### src/rtl/leg_mem_pkg.sv
// Shared memory-access definitions for the byte-serial load/store paths.
package leg_mem_pkg;

   typedef enum logic [1:0] {
      MEM_SZ_BYTE,
      MEM_SZ_HALF,
      MEM_SZ_WORD,
      MEM_SZ_RSVD
   } mem_size_t;

   localparam int WORD_BYTES = 4;

   // The reserved encoding is treated as a full word.
   function automatic logic [2:0] size_to_bytes(input mem_size_t sz);
      logic [2:0] n;
      case (sz)
         MEM_SZ_BYTE: n = 3'd1;
         MEM_SZ_HALF: n = 3'd2;
         default:     n = 3'(WORD_BYTES);
      endcase
      return n;
   endfunction

endpackage

### src/rtl/store_byte_sel.sv
// Picks the byte of an n-byte big-endian value that goes out at position cnt (MSB first).
module store_byte_sel (
   input  logic [31:0] data_i,
   input  logic [2:0]  n_i,
   input  logic [1:0]  cnt_i,
   output logic [7:0]  byte_o
);

   logic [1:0] idx;
   logic [4:0] lsb;

   // Byte cnt of an n-byte value sits at byte lane n-1-cnt.
   assign idx    = 2'(n_i - 3'd1) - cnt_i;
   assign lsb    = {idx, 3'b000};
   assign byte_o = data_i[lsb +: 8];

endmodule

### src/rtl/store_unit.sv
// Serialises one byte/half/word store into big-endian byte writes.
// Optional STORE_ALIGN_CHECK_EN: misaligned or reserved-size stores complete with o_err and no writes.
module store_unit
   import leg_mem_pkg::*;
#(
   parameter int DATA_WIDTH = 8,
   parameter int ADDR_WIDTH = 32
) (
   input  logic                  i_clk,
   input  logic                  i_rst,
   input  logic                  i_req_valid,
   output logic                  o_req_ready,
   input  logic [ADDR_WIDTH-1:0] i_addr,
   input  logic [31:0]           i_data,
   input  logic [1:0]            i_size,
   output logic [ADDR_WIDTH-1:0] o_mem_addr,
   output logic [DATA_WIDTH-1:0] o_mem_data,
   output logic                  o_mem_we,
   output logic                  o_busy,
   output logic                  o_done,
   output logic                  o_err
);

   typedef enum logic [1:0] {
      ST_IDLE,
      ST_WRITE,
      ST_DONE
   } state_t;

   state_t                state_q, state_d;
   logic [1:0]            cnt_q, cnt_d;
   logic [ADDR_WIDTH-1:0] addr_q, addr_d;
   logic [31:0]           data_q, data_d;
   logic [2:0]            n_q, n_d;
   logic                  faulty;
   logic [7:0]            sel_byte;

`ifdef STORE_ALIGN_CHECK_EN
   logic err_q, err_d;

   always_comb begin
      faulty = 1'b0;
      case (mem_size_t'(i_size))
         MEM_SZ_HALF: faulty = i_addr[0];
         MEM_SZ_WORD: faulty = (i_addr[1:0] != 2'b00);
         MEM_SZ_RSVD: faulty = 1'b1;
         default:     faulty = 1'b0;
      endcase
   end

   always_ff @(posedge i_clk) begin
      if (i_rst) err_q <= 1'b0;
      else       err_q <= err_d;
   end

   assign o_err = (state_q == ST_DONE) && err_q;
`else
   assign faulty = 1'b0;
   assign o_err  = 1'b0;
`endif

   always_ff @(posedge i_clk) begin
      if (i_rst) begin
         state_q <= ST_IDLE;
         cnt_q   <= '0;
         addr_q  <= '0;
         data_q  <= '0;
         n_q     <= '0;
      end else begin
         state_q <= state_d;
         cnt_q   <= cnt_d;
         addr_q  <= addr_d;
         data_q  <= data_d;
         n_q     <= n_d;
      end
   end

   always_comb begin
      state_d     = state_q;
      cnt_d       = cnt_q;
      addr_d      = addr_q;
      data_d      = data_q;
      n_d         = n_q;
`ifdef STORE_ALIGN_CHECK_EN
      err_d       = err_q;
`endif
      o_req_ready = 1'b0;
      o_mem_we    = 1'b0;
      o_busy      = 1'b1;
      o_done      = 1'b0;
      case (state_q)
         ST_IDLE: begin
            o_req_ready = 1'b1;
            o_busy      = 1'b0;
            if (i_req_valid) begin
               addr_d  = i_addr;
               data_d  = i_data;
               n_d     = size_to_bytes(mem_size_t'(i_size));
               cnt_d   = '0;
`ifdef STORE_ALIGN_CHECK_EN
               err_d   = faulty;
`endif
               state_d = faulty ? ST_DONE : ST_WRITE;
            end
         end
         ST_WRITE: begin
            o_mem_we = 1'b1;
            if ({1'b0, cnt_q} == n_q - 3'd1) begin
               cnt_d   = '0;
               state_d = ST_DONE;
            end else begin
               cnt_d = cnt_q + 2'd1;
            end
         end
         ST_DONE: begin
            o_done  = 1'b1;
            state_d = ST_IDLE;
         end
         default: state_d = ST_IDLE;
      endcase
   end

   store_byte_sel u_byte_sel (
      .data_i (data_q),
      .n_i    (n_q),
      .cnt_i  (cnt_q),
      .byte_o (sel_byte)
   );

   // Address and data lines are held at zero outside write cycles.
   assign o_mem_addr = o_mem_we ? addr_q + ADDR_WIDTH'(cnt_q) : '0;
   assign o_mem_data = o_mem_we ? sel_byte : '0;

endmodule
### config.mk
export PLATFORM = sky130hd
export DESIGN_NAME = store_unit
export DESIGN_NICKNAME = d
export VERILOG_FILES = /design/src/rtl/leg_mem_pkg.sv /design/src/rtl/store_byte_sel.sv /design/src/rtl/store_unit.sv
export SDC_FILE = /design/constraint.sdc
export NUM_CORES = 1
export LEC_CHECK = 0
export ABC_AREA = 1
export CORE_AREA = 2 2 118 120
export DETAILED_ROUTE_END_ITERATION = 6
export DIE_AREA = 0 0 120 122
export SLEW_MARGIN = 20
export SYNTH_ARGS = -nofsm -noshare
export SYNTH_HDL_FRONTEND = slang
export SYNTH_SLANG_ARGS = --single-unit
### constraint.sdc
create_clock -name i_clk -period 1.9 [get_ports i_clk]
set_input_delay 0.285 -clock i_clk [delete_from_list [all_inputs] [get_ports i_clk]]
set_output_delay 0.285 -clock i_clk [all_outputs]
set_load 0.01 [all_outputs]
## Word-level counts from Yosys, hierarchy flattened

Cells that the tools add are included.

| word-level totals | value |
|---|---|
| input bits | 69 |
| memories | 0 |
| memory bits (writable) | 0 |
| bits in read-only memories | 0 |
| bits in registers | 71 |
| bits in latches | 0 |
| logic and storage cells | 35 |
| output and inout port bits | 45 |

| cells by class | value |
|---|---|
| $lt $le $gt $ge | 0 |
| add/sub/neg operators | 4 |
| multiplexer cells | 13 |
| eq/ne operators | 6 |
| shift operators | 1 |
| divide/modulo/power cells | 0 |
| reductions and logical operators | 6 |
| bitwise gates (word level) | 0 |
| multiply operators | 0 |

Operator list:

| cell | count |
|---|---|
| $add 32x2->32 | 1 |
| $mux 32 | 1 |
| $shiftx 32x6->8 | 1 |
| $mux 2 | 4 |
| $mux 8 | 1 |
| $pmux 2 s2 | 2 |
| $pmux 3 s2 | 1 |
| $reduce_and 2->1 | 3 |
| $eq 2x1->1 const B | 2 |
| $logic_not 2->1 | 2 |
| $mux 1 | 4 |
| $ne 2x2->1 const B | 2 |
| $eq 2x3->1 | 1 |
| $sub 3x1->3 const B | 1 |
| $add 2x1->2 const B | 1 |
| $eq 2x2->1 const B | 1 |
| $reduce_bool 2->1 | 1 |
| $sub 2x2->2 | 1 |

## Depth between registers and ports, before layout

| depth | value |
|---|---|
| depth after elaboration | 4 |
| mapped depth | 10 |
| depth with buffers taken out | 10 |

## Cells and area by module

Synthesis repeated with hierarchy kept, for this count alone.

| second synthesis, totals | value |
|---|---|
| cells, all modules | 666 |
| area, all modules | 4111.4 um2 |

By module, submodules not included:

| module | area each (um2) | seq. area each (um2) | cells each | instances |
|---|---|---|---|---|
| store_unit | 3699.8 | 1421.4 | 576 | 1 |
| store_byte_sel | 411.6 | 0.0 | 90 | 1 |

## Worst setup path after synthesis

OpenSTA, ideal clock, no wires.

| timing | value |
|---|---|
| path kind | reg-to-output |
| start point | register cnt_q[0] |
| end point | output o_mem_addr[24] |
| data required time | 1.615 ns |
| arrival | 1.610 ns |
| path buffers | 0 |
| setup slack | 0.005 ns |
| stages on the path, launching flop included | 10 |
| cells stage by stage | dfxtp_1 > ha_1 > fa_1 > nand2_4 > nor2_8 > nand2_4 > nor2_4 > nand2_1 > o21ai_1 > nor2_1 |

| on the way | value |
|---|---|
| word-level cells in the longest chain between the ends | 2 |

RTL lines:

| item | line | text |
|---|---|---|
| start, declared | store_unit.sv:31 | `logic [1:0] cnt_q, cnt_d;` |
| start signal, assigned | store_unit.sv:71 | `cnt_q <= cnt_d;` |
| $add 32x2->32 | store_unit.sv:131 | `assign o_mem_addr = o_mem_we ? addr_q + ADDR_WIDTH'(cnt_q) : '0;` |
| $mux 32 | store_unit.sv:131 |  |
| end, declared | store_unit.sv:16 | `output logic [ADDR_WIDTH-1:0] o_mem_addr,` |

Every way passes these cells.

## Final worst setup path

| timing | value |
|---|---|
| start point | register cnt_q[0] |
| end point | output o_mem_addr[6] |

Same word-level chain as after synthesis.

==> impl_results.rst <==
.. list-table::
   :header-rows: 1

   * - Metric
     - Value
   * - Sequential fraction of design power
     - 0.354
   * - Total Power
     - 4.87 mW
   * - I/O pin cnt
     - 114
   * - Final count of hold timing violations
     - 0
   * - Hold slack final
     - 0.480 ns
   * - Cells after Synth
     - 620
   * - Yosys reg bits
     - 71
   * - Number of design rule violations left after detail routing
     - 0
   * - Total internal power
     - 3.43 mW
   * - Synth warnings
     - 0
   * - Number of synthesized flops with an enable pin
     - 0
   * - Top cells by area in the synthesized netlist
     - dfxtp_1 36%, nor2_1 17%, nand2_1 12%
   * - Kind of critical path
     - flop to output pin
   * - Fraction of layout cells with a size suffix above 1
     - 0.325
   * - Core box area
     - 13,500 sq um
   * - Flip-flop cell with the highest count after synthesis
     - dfxtp_1
   * - Commonest cells in the netlist
     - 175 x nor2_1, 121 x nand2_1, 85 x o21ai_0, 71 x dfxtp_1, 40 x inv_1
   * - Multi-input logic area
     - 2700 sq um
   * - Crit path capture type
     - output pin
   * - Initial Util
     - 0.289
   * - PD cells
     - 731 nW/um^2
   * - Detailed router's first-iteration violation count
     - 201
   * - Routed wire per std cell
     - 13.4 um
   * - Number of nets in the final layout
     - 882
   * - Count of maximum capacitance violations
     - 0
   * - Worst-case hold path end point
     - addr_q[31]
   * - Number of nets still failing antenna checks after routing
     - 0
   * - Total grt overflow
     - 0
   * - Total number of vias
     - 4,514
   * - Crit path time final
     - 2.29 ns
   * - Share of total power in combinational logic
     - 0.259
   * - Post-Syn Nets
     - 694
   * - TritonCTS Buffers
     - 9
   * - Register Area
     - 1440 sq um
   * - TritonCTS clock tree
     - yes
   * - Drt pass-1 iters
     - 4
   * - Highest clock rate
     - 436 MHz
   * - Fraction of post-synthesis cell area in the top cell type by area
     - 0.364
   * - Leak pwr
     - 2.75 nW
   * - Power dissipated by switching net loads
     - 1.44 mW
   * - Crit start category
     - flop
   * - Register-to-register setup slack
     - 0.34 ns
   * - Ant. Diodes
     - 0
   * - Crit path max fanout
     - 3
   * - Worst hold stages
     - 2
   * - Post-CTS clock slew at the launch and capture registers of the worst setup and hold paths
     - 0.06 ns
   * - Final period utilization
     - 1.21
   * - Area after detailed placement
     - 5700 sq um
   * - Average cell area after synthesis
     - 6.30 sq um
   * - Netlist area before placement
     - 3910 sq um
   * - Cell variety after synth
     - 29
   * - Worst vdd ir
     - 0.602 mV
   * - Via count of the first global-routing pass
     - 4,317
   * - Endpoint of the worst-slack reg-to-reg timing path
     - cnt_q[1]
   * - Clock latency reported for the late side of the worst-skew pair
     - 0.34 ns
   * - Final WL
     - 13,300 um
   * - Largest net degree at the start of global routing
     - 83
   * - Total global-route track usage
     - 0.183
   * - Worst Min Path Start
     - addr_q[31]
   * - Clock network power share
     - 0.387
   * - Max Buffers Root-to-Sink
     - 2
   * - Worst clock skew
     - 0.00688 ns
   * - Depth of the most critical reg-to-reg path
     - 7
   * - Via-per-instance ratio
     - 4.55
   * - Outcome
     - finished with violations
   * - Cell with the most instances after synthesis
     - nor2_1
   * - Library cell with the largest summed area after synthesis
     - dfxtp_1
   * - CTS Root Buffer Type
     - clkbuf_16
   * - Final std cell area, no fill
     - 6660 sq um
   * - Vertical die dimension
     - 122 um
   * - RSZ-0062 raised after global routing
     - true
   * - Die width
     - 120 um
   * - Wire length of the first global-routing pass
     - 20,900 um
   * - Kind of path behind the tightest hold check
     - flop to flop
   * - Setup slack of the critical path after layout
     - -0.394 ns
   * - DIE AREA
     - 14,600 sq um
   * - Arrival time at the worst endpoint
     - 2.01 ns
   * - Placed wire-length estimate after detailed placement
     - 9170 um
   * - Number of H-tree levels
     - 3
   * - I/O Buffers
     - 112
   * - Number of antenna violations at the first check in global routing
     - 0
   * - Endpoints failing setup
     - 39
   * - Switching part of the total power
     - 0.296
   * - Proportion of synthesized flip-flops having asynchronous set or reset
     - 0
   * - Max-slew violations
     - 0
   * - Num rows
     - 43
   * - Routability congestion estimate
     - 0.910
   * - Required time at the worst-slack endpoint
     - 1.62 ns
   * - Failing checks
     - setup timing
   * - Filler cell count
     - 1,339
   * - Register area share after synthesis
     - 0.364
   * - Startpoint of the worst register-to-register path
     - state_q[1]
   * - Sinks on Clock Net
     - 71
   * - Synth-to-Final Area Change
     - 70.3%
## sequential cells by signal, indices dropped and copies added, names as in the netlist
register,count
state_q,2
addr_q,32
cnt_q,2
data_q,32
n_q,3
## layer usage
metal | up-vias | global-route usage | wire length [um]
met1 | 2016 | 0.209 | 5530
met2 | 125 | 0.317 | 6490
met3 | 18 | 0.0688 | 1050
met4 | 0 | 0.0551 | 221
li1 | 2355 | - | -
met5 | - | 0 | 0
## cell usage in the layout (no fill, tap or decap), types with 6 or more instances in the layout
cell type / n
a21oi_1: 24
a21oi_2: 13
buf_2: 38
buf_4: 62
buf_6: 26
clkbuf_16: 9
clkdlybuf4s50_1: 71
dfxtp_1: 63
dfxtp_2: 6
inv_1: 32
nand2_1: 99
nand2_2: 18
nand2_4: 7
nand3_1: 10
nor2_1: 161
nor2_2: 8
nor2_4: 13
o21ai_0: 70
o21ai_2: 10
## metrics by stage
stage                     utilization  worst slack (ns)  TNS [ns]  instances
after global placement          0.422            -0.492    -12.79        952
after detailed placement        0.422            -0.499    -12.90        952
after CTS                       0.468            -0.423    -10.29        983
after floorplan                     -           0.00502         0        620
after global routing            0.493            -0.510    -14.44        993
final                           0.493            -0.394    -10.90        993
## final cells by class
type | count | share of cell area
multi-input cells | 478 | 0.405
repair buffers | 206 | 0.271
flip-flops and latches | 71 | 0.216
clock buffers | 9 | 0.0338
well taps | 180 | 0.0338
inverters | 42 | 0.0252
clock inverters | 7 | 0.0152
## worst max-delay path, stage by stage (launching register included)
cell	delay [ns]
dfxtp_4	0.35
ha_4	0.16
fa_2	0.39
nand2_4	0.12
buf_4	0.12
buf_6	0.08
buf_6	0.09
nor3_2	0.04
nor3_2	0.17
buf_2	0.16
## worst max path at each step
stage	from	end	slack, ns	depth (start not counted)
after floorplan	cnt_q[0]	o_mem_addr[24]	0.005	9
after global placement	cnt_q[0]	o_mem_addr[18]	-0.49	10
after detailed placement	cnt_q[0]	o_mem_addr[18]	-0.50	10
after CTS	addr_q[0]	o_mem_addr[30]	-0.42	12
after global routing	cnt_q[0]	o_mem_addr[30]	-0.51	12
final	cnt_q[0]	o_mem_addr[6]	-0.39	9
## kinds of logic after synthesis
family	Yosys count	synth area share
AO/OA/AOI/OAI	126	0.162
XOR/XNOR	5	0.0112
adder cells (fa/ha/maj)	5	0.0179
buffers and inverters	71	0.0740
flip-flops	71	0.364
multiplexers	8	0.0205
other	1	0.000960
AND/OR/NAND/NOR	333	0.350
## power groups by stage
stage          Clock [mW]  Combinational (mW)  Sequential [mW]
2_1_floorplan           0               0.492             1.73
3_3_place_gp            0                1.02             1.74
3_5_place_dp            0                1.03             1.74
4_1_cts              1.92                1.17             1.72
5_1_grt              2.00                1.39             1.74
6_report             1.88                1.26             1.73
## repair_timing
item / 4_1_cts / 5_1_grt
setup endpoints to repair: 41 / 42
cloned: 2 / 0
gates resized for setup: 270 / 75
setup buffers: 13 / 13
hold buffers: 0 / 0
pin swaps: 42 / 46
Note: power is estimated with default switching activity, not from simulation.
==> patch 1 (same settings) <==
The parameter `ADDR_WIDTH` goes from 32 to 64.
--- a/src/rtl/store_unit.sv
+++ b/src/rtl/store_unit.sv
@@ -4,7 +4,7 @@
    import leg_mem_pkg::*;
 #(
    parameter int DATA_WIDTH = 8,
-   parameter int ADDR_WIDTH = 32
+   parameter int ADDR_WIDTH = 64
 ) (
    input  logic                  i_clk,
    input  logic                  i_rst,
Ports: changed (resized i_addr and o_mem_addr); port bits go from 114 to 178. The function was not compared with the original's and may differ.
==> patch 1 against the unedited design <==
The flow still finishes with violations (negative setup slack). Synthesized area increased by 64%. Power increased by 19%. Global-route usage increased by 13 points. Wire length increased by 89%. Setup slack got worse by 0.19 ns. Maximum frequency decreased by 7.7%. Critical path type unchanged. Clock skew increased by 0.0016 ns. Sequential cell count increased by 32. Design area increased by 58%. Synthesized cell count increased by 71%. Non-clock buffer count increased by 137. Cell count increased by 56%.
==> patch 1: results (changes against the unedited design) <==
[synth]
synth-xor-area-share_pct = 1.89  ; +0.77 points
synth.mux.area_fraction_pct = 1.25  ; -0.80 points
netlist_instances = 1058  ; +71%
synth_common_cells = 344 x nand2_1, 212 x nor2_1, 103 x dfxtp_1
syn_nets = 1164  ; +68%
seq_area_frac_synth_pct = 32.2  ; -4.2 points
synthAdderAreaFrac_pct = 1.09  ; -0.70 points
synth.distinct_cells = 36  ; +24%

[grt]
grt_max_degree = 104  ; +25%
first_global_vias = 7442  ; +72%
grtUsageTotal_pct = 31.7  ; +13 points
grt_pass1_wl_um = 36500  ; +75%

[drt]
routed-wl-met2_um = 12400  ; +91%
wl_met1_um = 9810  ; +77%
dr_wl_met3_um = 1660  ; +57%
drt_iter0_drc = 559  ; +180%
first_pass_iters = 5  ; +1
num_vias = 8183  ; +81%

[placement]
placed_area_mm2 = 0.00935  ; +64%
dp_hpwl_um = 17600  ; +92%
placed_cells = 1509  ; +59%
pre_cts_ws_ns = -0.625  ; -0.126 ns
port_buffers = 176  ; +57%
place.gp.congestion = 0.952  ; +4.6%

[hold_path]
min_path_type = in -> reg

[setup_path]
slowest_delay_ns = 0.36  ; -0.03 ns
worstPathMaxFanout = 4  ; +1
r2r_slack_ns = 0.19  ; -0.15 ns
path_delay_family = simple AND/OR/NAND/NOR gates
critical_path_arrival_ns = 2.20  ; +0.19 ns
crit_slowest_cell = dfxtp_4

[timing]
worst_slack_ns = -0.585  ; -0.191 ns
setup_viol = 71  ; +82%
fin_setup_tns_ns = -29.13  ; -18.23 ns
holdWs_ns = 0.427  ; -0.0522 ns
clock_skew_ns = 0.00851  ; +0.00163 ns

[finish]
areaGrowthSynthToFinish_pct = 63.8
largestRegisters = addr_q: 64 flops, data_q: 32 flops, n_q: 3 flops
nFillCells = 1045  ; -22%
layout-drive-gt1-share_pct = 35.1  ; +2.6 points

[pwr]
peakVddDrop_mv = 0.735  ; +22%
p_leak_nw = 4.26  ; +55%

[run_status]
status = complete, but fails checks
violations = negative setup slack

[cts]
clkTransAtPathRegs_ns = 0.08  ; +0.02 ns

-- patch 1: cell types whose count changed after synthesis, sizes merged, moves of 32 or more --
cell / before / now
inv: 41 / 76
nand2: 126 / 357
a21oi: 39 / 89
a211oi: 0 / 41
o21ai: 86 / 40
dfxtp: 71 / 103
nor2: 183 / 232
-- patch 1: what timing repair did --
action                                  4_1_cts  5_1_grt
gates cloned                                  1        0
resized for setup                           407      188
pin swaps                                    49       68
endpoints found under the setup margin       75       75
setup buffers                                19       18
hold buffers                                  0        0
-- patch 1: cells by family after synthesis --
logic type                 count (synthesis)
buffers and inverters                    123
and+or+nand+nor                          630
muxes                                      8
DFF                                      103
other                                      1
xor gates and xnor gates                  13
adders and majority gates                  5
AOI/OAI and AO/OA                        175
-- patch 1: routing by layer --
layer	vias up	GRT usage [%]
li1	3998	-
met1	3742	38.5
met2	356	56.1
met3	87	5.43
met4	0	12.0
met5	-	0
-- patch 1: area by class of cell --
cell class	instances	area (um2)	share of cell area, %
clock buffers	11	243	2.31
flip-flops and latches	103	2110	20.1
clock inverters	5	41.3	0.393
inverters	79	320	3.05
well taps	180	225	2.14
multi-input cells	832	4650	44.3
repair buffers	343	2910	27.7
-- patch 1: final timing paths --
| path | start | to | cells after the start |
|---|---|---|---|
| max reg2reg | cnt_q[0] | cnt_q[0] | 8 |
| min | i_rst | addr_q[53] | 3 |
| min reg2reg | data_q[12] | data_q[12] | 2 |
| max | addr_q[1] | o_mem_addr[57] | 12 |
-- patch 1: power by group --
part	switching [mW]	leakage [nW]	internal [mW]
registers	0.141	0.862	2.32
logic	0.774	3.26	0.712
clock network	0.896	0.138	0.942
==> patch 2 (same settings) <==
Without the edit above. Re-encode `state_t` (3 states) as one-hot, 3 bits wide.
--- a/src/rtl/store_unit.sv
+++ b/src/rtl/store_unit.sv
@@ -21,10 +21,10 @@
    output logic                  o_err
 );
 
-   typedef enum logic [1:0] {
-      ST_IDLE,
-      ST_WRITE,
-      ST_DONE
+   typedef enum logic [2:0] {
+      ST_IDLE  = 3'b001,
+      ST_WRITE = 3'b010,
+      ST_DONE  = 3'b100
    } state_t;
 
    state_t                state_q, state_d;
Behaviour: same outputs for any inputs over 10 cycles, from zero or initial values and one cycle with i_rst high; not proved beyond that.
==> patch 2 against the unedited design <==
The flow still finishes with violations (negative setup slack). Worst hold slack gained 0.0032 ns. Wire length shrank 2.3%. Power shrank 6.2%. Setup slack gained 0.10 ns. Register-to-register slack lost 0.12 ns. Largest cell class unchanged. Clock skew grew 0.0028 ns. Sequential share of layout area grew 0.87 points. Synthesized area grew 0.64%. First-iteration DRC count shrank 0.50%. Sequential cell count grew 1. Design area shrank 2.2%.
==> patch 2: results (changes against the unedited design) <==
[placement]
pre_cts_ws_ns = -0.440  ; +0.0590 ns
dp_hpwl_um = 9020  ; -1.6%
place.gp.congestion = 0.867  ; -4.8%
placed_cells = 949  ; -0.32%
placed_area_mm2 = 0.00566  ; -0.66%

[timing]
holdWs_ns = 0.483  ; +0.00322 ns
worst_slack_ns = -0.289  ; +0.105 ns
setup_viol = 38  ; -2.6%
fin_setup_tns_ns = -7.72  ; +3.18 ns
clock_skew_ns = 0.00964  ; +0.00276 ns

[grt]
grt_util_met3_pct = 5.15  ; -1.7 points
first_global_vias = 4327  ; +0.23%
grt_pass1_wl_um = 20700  ; -0.73%
grt_use_met1_pct = 23.4  ; +2.5 points
grt_max_degree = 42  ; -49%
use_met2_pct = 27.9  ; -3.8 points
grtUsageTotal_pct = 17.8  ; -0.47 points

[setup_path]
worstPathMaxFanout = 4  ; +1
crit_start = cnt_q[1]
path_delay_family = simple AND/OR/NAND/NOR gates
slowest_delay_ns = 0.37  ; -0.02 ns
reg2reg_depth = 10  ; +3
regToRegStartpoint = n_q[0]
crit_end = o_mem_addr[31]
rr_endpoint = state_q[2]
critical_path_arrival_ns = 1.90  ; -0.11 ns
crit_slowest_cell = dfxtp_4

[synth]
synth.distinct_cells = 28  ; -3.4%
synthAdderAreaFrac_pct = 1.78  ; -0.011 points
synth_common_cells = 166 x nor2_1, 131 x nand2_1, 85 x o21ai_0
synth.mux.area_fraction_pct = 2.04  ; -0.013 points
seq_area_frac_synth_pct = 36.7  ; +0.28 points
synthTopCellsByArea = dfxtp_1 37%, nor2_1 16%, nand2_1 13%
synth_compound_area_share_pct = 16.7  ; +0.53 points
syn_nets = 699  ; +0.72%
netlist_instances = 625  ; +0.81%
synth-xor-area-share_pct = 0.891  ; -0.23 points

[finish]
layout.cells.non_filler = 980  ; -1.3%
nFillCells = 1381  ; +3.1%
largestRegisters = addr_q: 32 flops, data_q: 32 flops
layout-drive-gt1-share_pct = 31.8  ; -0.72 points

[pwr]
peakVddDrop_mv = 0.418  ; -31%
p_leak_nw = 2.63  ; -4.4%
p_per_area_mw_per_mm2 = 701  ; -4.1%
pwr-share-clk_pct = 39.6  ; +0.9 points
p_seq_mw = 1.77  ; +2%
p_int_mw = 3.19  ; -6.9%

[run_status]
violations = negative setup slack
status = complete, but fails checks

[drt]
num_vias = 4498  ; -0.35%
dr_wl_met3_um = 786  ; -25%
wl_met1_um = 6060  ; +9.6%
wl_per_cell_um = 13.3  ; -0.98%
routed-wl-met2_um = 5930  ; -8.7%
drt_iter0_drc = 200  ; -0.50%

[hold_path]
hp-start = addr_q[31]

-- patch 2: repair_timing --
item,4_1_cts,5_1_grt
pin swaps,27,30
gates resized for setup,276,66
endpoints found under the hold margin,0,0
cloned,2,0
buffers inserted,9,6
setup endpoints to repair,41,41
-- patch 2: area by class of cell --
| cell class | count | area, um2 | share of cell area [%] |
|---|---|---|---|
| repair buffers | 189 | 1670 | 25.6 |
| inverters | 41 | 165 | 2.54 |
| flip-flops and latches | 72 | 1460 | 22.5 |
| clock inverters | 7 | 86.3 | 1.33 |
| well taps | 180 | 225 | 3.46 |
| clock buffers | 9 | 225 | 3.46 |
| multi-input cells | 482 | 2680 | 41.1 |
-- patch 2: worst reg2reg max path, cell delays in order, from the launching register on --
cell and delay [ns]:
dfxtp_2 0.32, buf_4 0.14, ha_4 0.32, buf_6 0.12
inv_6 0.04, buf_4 0.12, a21oi_1 0.11, nand3_1 0.13
nand2_1 0.10, o21ai_0 0.08, nor3_1 0.12
